`config.mk`:
```
export PLATFORM = sky130hd
export DESIGN_NAME = stack_seq
export DESIGN_NICKNAME = d
export VERILOG_FILES = /design/src/rtl/stack_seq_pkg.sv /design/src/rtl/stack_seq.sv
export SDC_FILE = /design/constraint.sdc
export NUM_CORES = 1
export LEC_CHECK = 0
export CELL_PAD_IN_SITES_DETAIL_PLACEMENT = 1
export CELL_PAD_IN_SITES_GLOBAL_PLACEMENT = 1
export CORE_UTILIZATION = 33
export DETAILED_ROUTE_END_ITERATION = 7
export HOLD_SLACK_MARGIN = 0.1
export PLACE_DENSITY_LB_ADDON = 0.1
export SLEW_MARGIN = 25
export SYNTH_ARGS = -nofsm -noshare
export SYNTH_HDL_FRONTEND = slang
export SYNTH_SLANG_ARGS = --single-unit
```
`constraint.sdc`:
```
create_clock -name clk -period 2.5 [get_ports clk]
set_input_delay 0.5 -clock clk [delete_from_list [all_inputs] [get_ports clk]]
set_output_delay 0.5 -clock clk [all_outputs]
set_load 0.05 [all_outputs]
```
`src/rtl/stack_seq_pkg.sv`:
```
// Shared types for the Forth data-stack sequencer: command encoding and FSM states.
package stack_seq_pkg;

    typedef enum logic [2:0] {
        SS_NOP  = 3'd0,
        SS_PUSH = 3'd1,
        SS_POP  = 3'd2,
        SS_DUP  = 3'd3,
        SS_DROP = 3'd4,
        SS_SWAP = 3'd5,
        SS_OVER = 3'd6
    } ss_cmd_t;

    typedef enum logic [1:0] {
        ST_IDLE   = 2'd0,
        ST_FETCH  = 2'd1,
        ST_COMMIT = 2'd2
    } seq_state_t;

endpackage

```
`src/rtl/stack_seq.sv`:
```
// Forth data-stack sequencer: TOS held in a register, NOS and deeper cells in a
// single-port synchronous-read RAM; each stack op becomes one or two RAM cycles.
module stack_seq
    import stack_seq_pkg::*;
#(
    parameter int DEPTH = 64,
    parameter int DSZ   = 32,
    parameter int SSZ   = $clog2(DEPTH)
) (
    input  logic           clk,
    input  logic           rst,
    input  logic           req_valid,
    output logic           req_ready,
    input  ss_cmd_t        req_op,
    input  logic [DSZ-1:0] req_v,
    output logic           rsp_valid,
    output logic [DSZ-1:0] rsp_v,
    output logic           err,
    output logic [DSZ-1:0] tos,
    output logic [SSZ:0]   depth,
    output logic [SSZ-1:0] ram_addr,
    output logic           ram_we,
    output logic [DSZ-1:0] ram_wd,
    input  logic [DSZ-1:0] ram_rd
);

    localparam logic [SSZ-1:0] SP_ONE = SSZ'(1);
    localparam logic [SSZ:0]   D_ONE  = (SSZ+1)'(1);
    localparam logic [SSZ:0]   D_TWO  = (SSZ+1)'(2);
    localparam logic [SSZ:0]   D_FULL = (SSZ+1)'(DEPTH);

    seq_state_t     state;
    ss_cmd_t        op_q;
    logic [SSZ-1:0] sp;
    logic           underflow;
    logic           overflow;

    always_comb begin
        underflow = 1'b0;
        overflow  = 1'b0;
        case (req_op)
            SS_POP, SS_DROP: underflow = (depth < D_ONE);
            SS_SWAP:         underflow = (depth < D_TWO);
            SS_DUP: begin
                underflow = (depth < D_ONE);
                overflow  = (depth == D_FULL);
            end
            SS_OVER: begin
                underflow = (depth < D_TWO);
                overflow  = (depth == D_FULL);
            end
            SS_PUSH:         overflow  = (depth == D_FULL);
            default: ;
        endcase
    end

    assign req_ready = (state == ST_IDLE);

    always_ff @(posedge clk) begin
        if (rst) begin
            state     <= ST_IDLE;
            op_q      <= SS_NOP;
            sp        <= '1;
            tos       <= '0;
            depth     <= '0;
            rsp_valid <= 1'b0;
            rsp_v     <= '0;
            err       <= 1'b0;
            ram_addr  <= '0;
            ram_we    <= 1'b0;
            ram_wd    <= '0;
        end else begin
            rsp_valid <= 1'b0;
            err       <= 1'b0;
            ram_we    <= 1'b0;
            case (state)
                ST_IDLE: begin
                    if (req_valid) begin
                        if (underflow || overflow) begin
                            rsp_valid <= 1'b1;
                            err       <= 1'b1;
                        end else begin
                            case (req_op)
                                SS_PUSH: begin
                                    // an empty stack has no old TOS to spill
                                    if (depth != '0) begin
                                        ram_we   <= 1'b1;
                                        ram_addr <= sp + SP_ONE;
                                        ram_wd   <= tos;
                                        sp       <= sp + SP_ONE;
                                    end
                                    tos       <= req_v;
                                    depth     <= depth + D_ONE;
                                    rsp_valid <= 1'b1;
                                end
                                SS_DUP: begin
                                    ram_we    <= 1'b1;
                                    ram_addr  <= sp + SP_ONE;
                                    ram_wd    <= tos;
                                    sp        <= sp + SP_ONE;
                                    depth     <= depth + D_ONE;
                                    rsp_valid <= 1'b1;
                                end
                                SS_POP, SS_DROP: begin
                                    if (depth == D_ONE) begin
                                        if (req_op == SS_POP)
                                            rsp_v <= tos;
                                        tos       <= '0;
                                        depth     <= '0;
                                        rsp_valid <= 1'b1;
                                    end else begin
                                        ram_addr <= sp;
                                        op_q     <= req_op;
                                        state    <= ST_FETCH;
                                    end
                                end
                                SS_SWAP, SS_OVER: begin
                                    ram_addr <= sp;
                                    op_q     <= req_op;
                                    state    <= ST_FETCH;
                                end
                                default: rsp_valid <= 1'b1;
                            endcase
                        end
                    end
                end
                ST_FETCH: state <= ST_COMMIT;
                ST_COMMIT: begin
                    // NOS read data is on ram_rd during this cycle
                    state     <= ST_IDLE;
                    rsp_valid <= 1'b1;
                    tos       <= ram_rd;
                    case (op_q)
                        SS_POP: begin
                            rsp_v <= tos;
                            sp    <= sp - SP_ONE;
                            depth <= depth - D_ONE;
                        end
                        SS_DROP: begin
                            sp    <= sp - SP_ONE;
                            depth <= depth - D_ONE;
                        end
                        SS_SWAP: begin
                            ram_we   <= 1'b1;
                            ram_addr <= sp;
                            ram_wd   <= tos;
                        end
                        SS_OVER: begin
                            ram_we   <= 1'b1;
                            ram_addr <= sp + SP_ONE;
                            ram_wd   <= tos;
                            sp       <= sp + SP_ONE;
                            depth    <= depth + D_ONE;
                        end
                        default: ;
                    endcase
                end
                default: state <= ST_IDLE;
            endcase
        end
    end

endmodule
```
==> flow_summary.ini, run 1 <==
[status]
outcome = finished, final reports clean

[yosys]
netlist_top_cells_area = dfxtp_1 47%, mux2i_1 7.5%, nor2_1 6.7%
synth_compound_area_frac = 0.161
synth-edff-count = 0
synthXorXnorAreaFrac = 0.0236
synth_top_family_by_area = simple AND/OR/NAND/NOR gates
synth_flop_cell = dfxtp_1
syn-cell-area_um2 = 5200
synth_top_area_share = 0.474
synth-simple-area-share = 0.200
async_flop_share = 0
synth.most_common_cell = dfxtp_1
synth_cell_types = 46
ys_ff_latch = 123
synth.avg_cell_area_um2 = 8.81
synthMuxAreaShare = 0.0751
synth-seq-area-share = 0.474
netlist_instances = 590
synthesis.nets = 666
synth_top_area_cell = dfxtp_1
yosys-top-cells-count = 123 x dfxtp_1, 93 x nor2_1, 78 x nand2_1, 51 x a21oi_1, 39 x mux2i_1
yosys.area_share.adder = 0.0144
yosys_warnings = 0

[worst_setup_path]
reg2reg_to = op_q[2]
critPathMaxFanout = 8
cp-start-kind = flop
crit_arrival_ns = 2.64
reg2regPathDepth = 9
endpoint_kind = flop
path_cells = inv_1 -> ha_1 -> nand2_1 -> a21oi_1 -> o21a_1 -> buf_4 -> or4_1 -> mux2i_1 -> nor2_1
cpMaxStageDelayCell = or4_1
r2r_start = depth[1]
cp.required_ns = 2.77
crit_family = simple AND/OR/NAND/NOR gates
path_class = reg -> reg
cp_slowest_stage_delay_ns = 0.66
crit_buf_inv = 2
r2r_setup_slack_ns = 0.13
critical_path_depth = 9

[timing]
rsz0062_at_grt = false
fin_crit_sh = 0.946
finClkSkew_ns = 0.00560
worst_pin_slew_ns = 0.665
slew_headroom = 0.553
hold_viol_final = 0
layout_min_cycle_time_ns = 2.37
fmax_mhz = 423
setup_ws_ns = 0.134
timing.final.max_slew_violations = 0
setup_viol = 0

[drt]
num_vias = 5194
wirelength_mm = 17.8
detail_route.iter0.violations = 348
drc = 0
wl_per_cell_um = 17.5
drt_first_pass_iters = 5
vias_per_cell = 5.11
antenna_left = 0

[global_route]
grt_pass1_vias = 5372
grt.overflow.total = 0
grtUsageTotal = 0.227
grt_first_pass_wirelength_mm = 28.4
grt_max_degree = 65
grt_antenna_before_repair = 0

[power_and_ir_drop]
power.leakage_nw = 3.00
p_clk_frac = 0.510
switching_power_mw = 1.22
power_frac_comb = 0.108
internal-power_mw = 4.08
switching_share = 0.230
power_density_nw_per_um2 = 641
pwr-share-seq = 0.382
peakVddDrop_mv = 0.435

[worst_hold_path]
hp-class = reg -> reg
hold-path-endpoint = ram_wd[11]
hold_start = ram_wd[11]
hold_depth = 2

[cts]
clk_latency_ns = 0.41
cts_max_level = 4
cts_tree = done
numCtsBuffers = 17
cts_root_buf = clkbuf_16
clockBufferDepth = 2
cts.clk_slew.worst_paths_ns = 0.06
cts_sinks = 123

[die]
die_y_um = 128
num_rows = 45
start_util = 0.339
core_um2 = 15300
die_area_um2 = 16300
die_w_um = 128
ios = 183

[cells_and_area]
final_nets = 869
syn_to_final_growth_pct = 58.9
utilization = 0.540
fin_cells = 1016
drive_gt1_frac = 0.119
diodes = 0

[flow_run]
max_cap_violations = 0

[place]
place.gp.congestion = 0.822
hpwl_mm = 12.7
dp.cells = 983
portBuffers = 182
place_worst_setup_slack_ns = -0.563
what timing repair did:
item | CTS | global route
setup endpoints to repair | 31 | 76
hold buffers | 0 | 0
buffers inserted | 1 | 1
gates resized for setup | 0 | 8
endpoints found under the hold margin | 0 | 0
pin swaps | 1 | 0
worst min-delay path, delay by kind of cell (launching register included):
kind,cells,cell delay [ns]
AOI/OAI and AO/OA,1,0.05
DFF,1,0.30
and+or+nand+nor,1,0.05
flip-flops by register name, indices dropped and copies added, names as in the netlist:
name	flops
tos	32
ram_wd	32
depth	7
ram_addr	6
op_q	3
rsp_valid	1
rsp_v	32
sp	6
state	2
err	1
ram_we	1
through the flow:
| step | setup TNS [ns] | instance area (um^2) | hold WS [ns] | total power [mW] |
|---|---|---|---|---|
| after floorplan | -0.0343 | 5200 | 0.511 | 2.35 |
| after global placement | -33.46 | 7560 | 0.441 | 2.62 |
| after detailed placement | -40.74 | 7560 | 0.450 | 2.63 |
| after CTS | 0 | 8220 | 0.458 | 5.36 |
| after global routing | 0 | 8260 | 0.477 | 5.50 |
| final | 0 | 8260 | 0.455 | 5.30 |
kinds of logic after synthesis:
| family | count (synthesis) |
|---|---|
| XOR/XNOR | 14 |
| multiplexers | 39 |
| flip-flops | 123 |
| AO/OA/AOI/OAI | 120 |
| buffers and inverters | 60 |
| adder cells (fa/ha/maj) | 6 |
| AND/OR/NAND/NOR | 228 |
power by group through the flow:
| stage | clock, mW | combinational [mW] | sequential (mW) |
|---|---|---|---|
| global placement | 0 | 0.556 | 2.07 |
| finish | 2.70 | 0.574 | 2.03 |
| global route | 2.86 | 0.614 | 2.03 |
| detailed placement | 0 | 0.567 | 2.07 |
| CTS | 2.76 | 0.573 | 2.03 |
| floorplan | 0 | 0.216 | 2.13 |
cell type report:
cell class                      instances  area (um^2)
Clock buffer                           20          457
Clock inverter                         11          190
Fill cell                            1724         7050
Inverter                               12         45.0
Multi-Input combinational cell        407         2510
Sequential cell                       123         2470
Tap cell                              211          264
Timing Repair Buffer                  232         2330
per-layer routing:
metal  global-route usage  wire, um  part of all wire
met4               0.0931       272             0.015
met2                0.377      8610              0.48
met5                    0         0                 0
met1                0.275      7680              0.43
met3               0.0653      1260             0.071
how the worst max path moves through the flow:
stage               startpoint   endpoint  slack, ns
finish                depth[1]    op_q[2]       0.13
global route          depth[1]    op_q[2]       0.02
CTS                  req_op[2]    tos[26]      0.009
detailed placement   req_op[2]  rsp_v[12]      -0.56
global placement     req_op[2]  rsp_v[14]      -0.46
floorplan             depth[3]   rsp_v[0]     -0.001
layout by cell type (no fill, tap or decap), types with 5 or more instances in the layout:
cell | netlist | layout
nand3_1 | 7 | 7
ha_1 | 6 | 6
nor2_1 | 93 | 91
a21oi_1 | 51 | 51
buf_4 | 0 | 41
nor2b_1 | 7 | 6
dfxtp_1 | 123 | 120
a31oi_1 | 5 | 5
bufinv_16 | 0 | 5
o21ai_0 | 7 | 7
a222oi_1 | 32 | 32
mux2i_1 | 39 | 39
nand2_1 | 78 | 78
buf_12 | 0 | 10
inv_1 | 12 | 12
clkdlybuf4s50_1 | 0 | 177
or4_1 | 5 | 5
xnor2_1 | 13 | 13
clkbuf_16 | 0 | 17
a211oi_1 | 8 | 7
(Power assumes the default switching activity.)
==> run 2: changes to the inputs <==
--- a/config.mk
+++ b/config.mk
@@ -10,7 +10,8 @@
 export CORE_UTILIZATION = 33
 export DETAILED_ROUTE_END_ITERATION = 7
 export HOLD_SLACK_MARGIN = 0.1
-export PLACE_DENSITY_LB_ADDON = 0.1
+export PLACE_DENSITY = 0.87
+export REMOVE_ABC_BUFFERS = 1
 export SLEW_MARGIN = 25
 export SYNTH_ARGS = -nofsm -noshare
 export SYNTH_HDL_FRONTEND = slang
==> run 2 against run 1 <==
Net effect: clock skew up 0.0089 ns; register-to-register slack got worse by 0.03 ns; die area unchanged; sequential power about the same; global-route usage increased by 3.4 points; largest cell class unchanged; clock power down 10%; combinational power barely moved; highest routed layer unchanged; setup slack worse by 0.090 ns; critical path depth increased by 1; design area down 1.4%; cell count shrank 0.59%; non-clock buffer count decreased by 7.
==> flow_summary.ini, run 2 (synthesized netlist as in run 1, its figures left out) <==
[worst_hold_path]
hp-class = reg -> reg
hold_start = ram_wd[30]

[cells_and_area]
final_common_cell = clkdlybuf4s50_1
fin_cells = 1010
mostFrequentLayoutCells = 178 x clkdlybuf4s50_1, 123 x dfxtp_1, 91 x nor2_1
syn_to_final_growth_pct = 56.7
final_nets = 862
utilization = 0.532
drive_gt1_frac = 0.120
n_fill_cell = 1722
reg_top3 = ram_wd (32), rsp_v (32), tos (32)
diodes = 0

[worst_setup_path]
crit_end = rsp_v[16]
r2r_setup_slack_ns = 0.10
crit_family = buffers and inverters
cpMaxStageDelayCell = clkdlybuf4s50_1
crit_path_start = req_op[1]
reg2reg_to = depth[4]
cp_slowest_stage_delay_ns = 0.47
crit_buf_inv = 4
path_cells = clkdlybuf4s50_1 -> buf_6 -> nor2_2 -> a2111oi_4 -> a211o_4 -> nor4_4 -> buf_4 -> buf_12 -> mux2i_1 -> nor2_1
cp.required_ns = 2.78
reg2regPathDepth = 8
crit_arrival_ns = 2.74
critical_path_depth = 10
endpoint_kind = flop
r2r_start = depth[2]
cp-start-kind = input pin
path_class = in -> reg
critPathMaxFanout = 16

[global_route]
grt.overflow.total = 0
grt_antenna_before_repair = 0
grt_first_pass_wirelength_mm = 32.3
grt_max_degree = 61
grt_pass1_vias = 5904
grtUsageTotal = 0.261

[cts]
cts_sinks = 123
cts.clk_slew.worst_paths_ns = 0.06
cts_tree = done
numCtsBuffers = 17
cts_hold_buf = 0
clockBufferDepth = 2
cts_root_buf = clkbuf_16
clk_latency_ns = 0.42
cts_max_level = 4

[power_and_ir_drop]
pwr-share-seq = 0.402
power_frac_comb = 0.114
internal-power_mw = 3.73
power_density_nw_per_um2 = 618
peakVddDrop_mv = 0.520
switching_share = 0.259
switching_power_mw = 1.30
power.leakage_nw = 2.91
p_clk_frac = 0.483

[drt]
wl_per_cell_um = 21.1
antenna_left = 0
drt_first_pass_iters = 8
wirelength_mm = 21.3
drc = 0
detail_route.iter0.violations = 417
vias_per_cell = 5.39
num_vias = 5446

[timing]
hold_viol_final = 0
worst_pin_slew_ns = 0.585
layout_min_cycle_time_ns = 2.46
slew_headroom = 0.609
finClkSkew_ns = 0.0145
fin_crit_sh = 0.982
fin_setup_tns_ns = 0
timing.final.max_slew_violations = 0
rsz0062_at_grt = true
fmax_mhz = 407
setup_viol = 0
setup_ws_ns = 0.0443

[die]
die_y_um = 128
start_util = 0.339
die_area_um2 = 16300
core_um2 = 15300
ios = 183
die_w_um = 128
num_rows = 45

[place]
dp.cells = 975
place.gp.congestion = 0.851
portBuffers = 182
place_worst_setup_slack_ns = -0.503
hpwl_mm = 13.7

[status]
outcome = finished, final reports clean

[flow_run]
max_cap_violations = 0
run 2: cell types whose count changed in the layout (fill, tap and decap cells not counted), moves of 2 or more:
cell / delta
mux2i_1: -5
mux2i_2: +5
buf_12: -3
dfxtp_2: -3
clkbuf_8: -2
dfxtp_1: +3
buf_4: -4
bufinv_16: -3
clkinv_4: +5
run 2: repair_timing:
item                                   4_1_cts  5_1_grt
setup buffers                                0        3
endpoints found under the hold margin        0        0
cloned                                       0        0
setup endpoints to repair                   36       95
pin swaps                                    0        2
resized for setup                            2       17
run 2: worst min path at each step:
stage,endpoint,depth (start not counted)
finish,ram_wd[30],2
global route,ram_wd[30],2
CTS,ram_wd[21],2
detailed placement,ram_wd[21],2
global placement,ram_wd[21],2
floorplan,op_q[2],2
run 2: per-layer routing:
metal	vias to the layer above	track usage	share of wire
li1	2483	-	-
met1	2720	0.285	0.40
met2	206	0.478	0.51
met3	37	0.0641	0.063
met4	0	0.108	0.026
met5	-	0	0
run 2: worst register-to-register path: cells and delay by family (launching register included):
kind	cells	cell delay [ns]
flip-flops	1	0.40
AND/OR/NAND/NOR	3	1.13
buffers and inverters	2	0.41
AO/OA/AOI/OAI	3	0.39
run 2: power by group through the flow:
stage | clock network [mW] | logic [mW] | registers [mW]
2_1_floorplan | 0 | 0.173 | 2.14
3_3_place_gp | 0 | 0.540 | 2.06
3_5_place_dp | 0 | 0.552 | 2.07
4_1_cts | 2.47 | 0.567 | 2.02
5_1_grt | 2.55 | 0.611 | 2.03
6_report | 2.43 | 0.576 | 2.03
run 2: through the flow:
step | cell area, um^2 | power [mW] | hold WS [ns]
after floorplan | 4970 | 2.31 | 0.511
after global placement | 7450 | 2.60 | 0.441
after detailed placement | 7450 | 2.62 | 0.453
after CTS | 8050 | 5.06 | 0.461
after global routing | 8150 | 5.19 | 0.482
final | 8150 | 5.03 | 0.458
run 2: cell type report:
cell class	count	area (um^2)	share of cell area
Sequential cell	123	2460	0.302
Clock inverter	13	144	0.0177
Tap cell	211	264	0.0324
Inverter	12	45.0	0.00553
Multi-Input combinational cell	407	2560	0.314
Clock buffer	19	433	0.0531
Timing Repair Buffer	225	2240	0.275
==> run 3: changes to the inputs <==
--- a/config.mk
+++ b/config.mk
@@ -10,7 +10,7 @@
 export CORE_UTILIZATION = 33
 export DETAILED_ROUTE_END_ITERATION = 7
 export HOLD_SLACK_MARGIN = 0.1
-export PLACE_DENSITY = 0.87
+export PLACE_DENSITY = 0.76
 export REMOVE_ABC_BUFFERS = 1
 export SLEW_MARGIN = 25
 export SYNTH_ARGS = -nofsm -noshare
==> run 3 against run 2 <==
Net effect: global-route usage is 2.9 points lower; clock power is 4% higher; die area stayed put; critical endpoint is now tos[13]; critical path depth stayed put; largest power group unchanged; hold slack worse by 0.048 ns; design area is 0.71% higher; non-clock buffer count is 8 higher; first-iteration DRC count is 21% lower; total power is 1.7% higher; clock-buffer cell count is 4 higher; largest cell class unchanged; cell count is 0.79% higher.
==> flow_summary.ini, run 3 (synthesized netlist as in run 1, its figures left out) <==
[cells_and_area]
drive_gt1_frac = 0.115
seq_area_um2 = 2460
n_fill_cell = 1748
mostFrequentLayoutCells = 180 x clkdlybuf4s50_1, 123 x dfxtp_1, 92 x nor2_1
fin_cells = 1018
final_common_cell = clkdlybuf4s50_1
final_nets = 870
reg_top3 = ram_wd (32), rsp_v (32), tos (32)
utilization = 0.536
syn_to_final_growth_pct = 57.8
diodes = 0
multi_input_area_um2 = 2530

[worst_setup_path]
r2r_start = depth[4]
cp_slowest_stage_delay_ns = 0.53
endpoint_kind = flop
path_cells = clkdlybuf4s50_1 -> buf_4 -> nand3b_1 -> a2111oi_4 -> a211oi_2 -> buf_4 -> nand2_1 -> buf_4 -> a222oi_1 -> nor2_1
path_class = in -> reg
cpMaxStageDelayCell = clkdlybuf4s50_1
reg2reg_to = tos[13]
r2r_setup_slack_ns = 0.11
crit_path_start = req_op[1]
crit_arrival_ns = 2.77
reg2regPathDepth = 8
critPathMaxFanout = 11
crit_end = tos[13]
cp-start-kind = input pin
cp.required_ns = 2.83
crit_top_cell = buf_4

[cts]
cts_sinks = 123
cts_root_buf = clkbuf_16
cts_tree = done
cts_hold_buf = 0
clockBufferDepth = 2
cts_max_level = 4
clk_latency_ns = 0.42
cts.clk_slew.worst_paths_ns = 0.06
numCtsBuffers = 17

[die]
die_w_um = 128
die_area_um2 = 16300
num_rows = 45
ios = 183
start_util = 0.339
die_y_um = 128
core_um2 = 15300

[global_route]
grt_first_pass_wirelength_mm = 28.9
grt_max_degree = 74
grtUsageTotal = 0.232
grt.overflow.total = 0
grt_pass1_vias = 5380
grt_antenna_before_repair = 0

[timing]
fmax_mhz = 410
worst_pin_slew_ns = 0.595
hold_viol_final = 0
fin_crit_sh = 0.977
setup_viol = 0
layout_min_cycle_time_ns = 2.44
finClkSkew_ns = 0.00789
holdWs_ns = 0.410
rsz0062_at_grt = true
slew_headroom = 0.602
timing.final.max_slew_violations = 0

[worst_hold_path]
hp-class = in -> reg

[drt]
wl_per_cell_um = 18.7
detail_route.iter0.violations = 331
num_vias = 5231
drt_first_pass_iters = 5
drc = 0
wirelength_mm = 19.0
vias_per_cell = 5.14
antenna_left = 0

[power_and_ir_drop]
peakVddDrop_mv = 0.466
power_density_nw_per_um2 = 624
power_mw = 5.12
power.leakage_nw = 2.93

[place]
dp.cells = 982
portBuffers = 182
hpwl_mm = 13.6
place.gp.congestion = 0.866

[status]
outcome = finished, final reports clean

[flow_run]
max_cap_violations = 0
run 3: timing repair:
item,4_1_cts,5_1_grt
hold endpoints to repair,0,0
setup endpoints to repair,0,72
setup buffers,0,3
resized for setup,0,9
run 3: critical path, delay by kind of cell:
kind            cells  cell delay, ns
compound gates      3            0.68
buf+inv             4            1.13
simple gates        3            0.44
run 3: where the power goes:
group          internal, mW  total (mW)  switching (mW)
logic                 0.268       0.574           0.305
registers              1.99        2.02          0.0330
clock network          1.63        2.52           0.892
run 3: per-layer routing:
metal  wire length, um  global-route usage  vias to the layer above
li1                  -                   -                     2504
met1              7800               0.261                     2540
met2              9740               0.418                      169
met3              1230              0.0678                       18
met4               242              0.0770                        0
met5                 0                   0                        -
run 3: worst min path at each step:
stage | startpoint | end | slack (ns) | cells past startpoint
finish | rst | depth[5] | 0.41 | 2
global route | rst | depth[5] | 0.40 | 2
CTS | rst | depth[0] | 0.40 | 2
detailed placement | ram_wd[20] | ram_wd[20] | 0.45 | 2
global placement | ram_wd[31] | ram_wd[31] | 0.44 | 2
floorplan | op_q[2] | op_q[2] | 0.51 | 2
run 3: area by class of cell:
cell class	count	area share
timing repair buffer	233	0.280
inverter	12	0.00549
sequential	123	0.300
clock inverter	9	0.0166
tap	211	0.0322
multi-input combinational	407	0.308
clock buffer	23	0.0570
run 3: metrics by stage:
stage                     TNS (ns)  worst slack, ns  cell area, um^2
after floorplan            -106.67            -1.63             4970
after detailed placement    -33.30           -0.412             7500
after CTS                        0           0.0233             8100
final                            0           0.0582             8200
after global routing        -0.229          -0.0713             8200
after global placement      -26.34           -0.339             7500
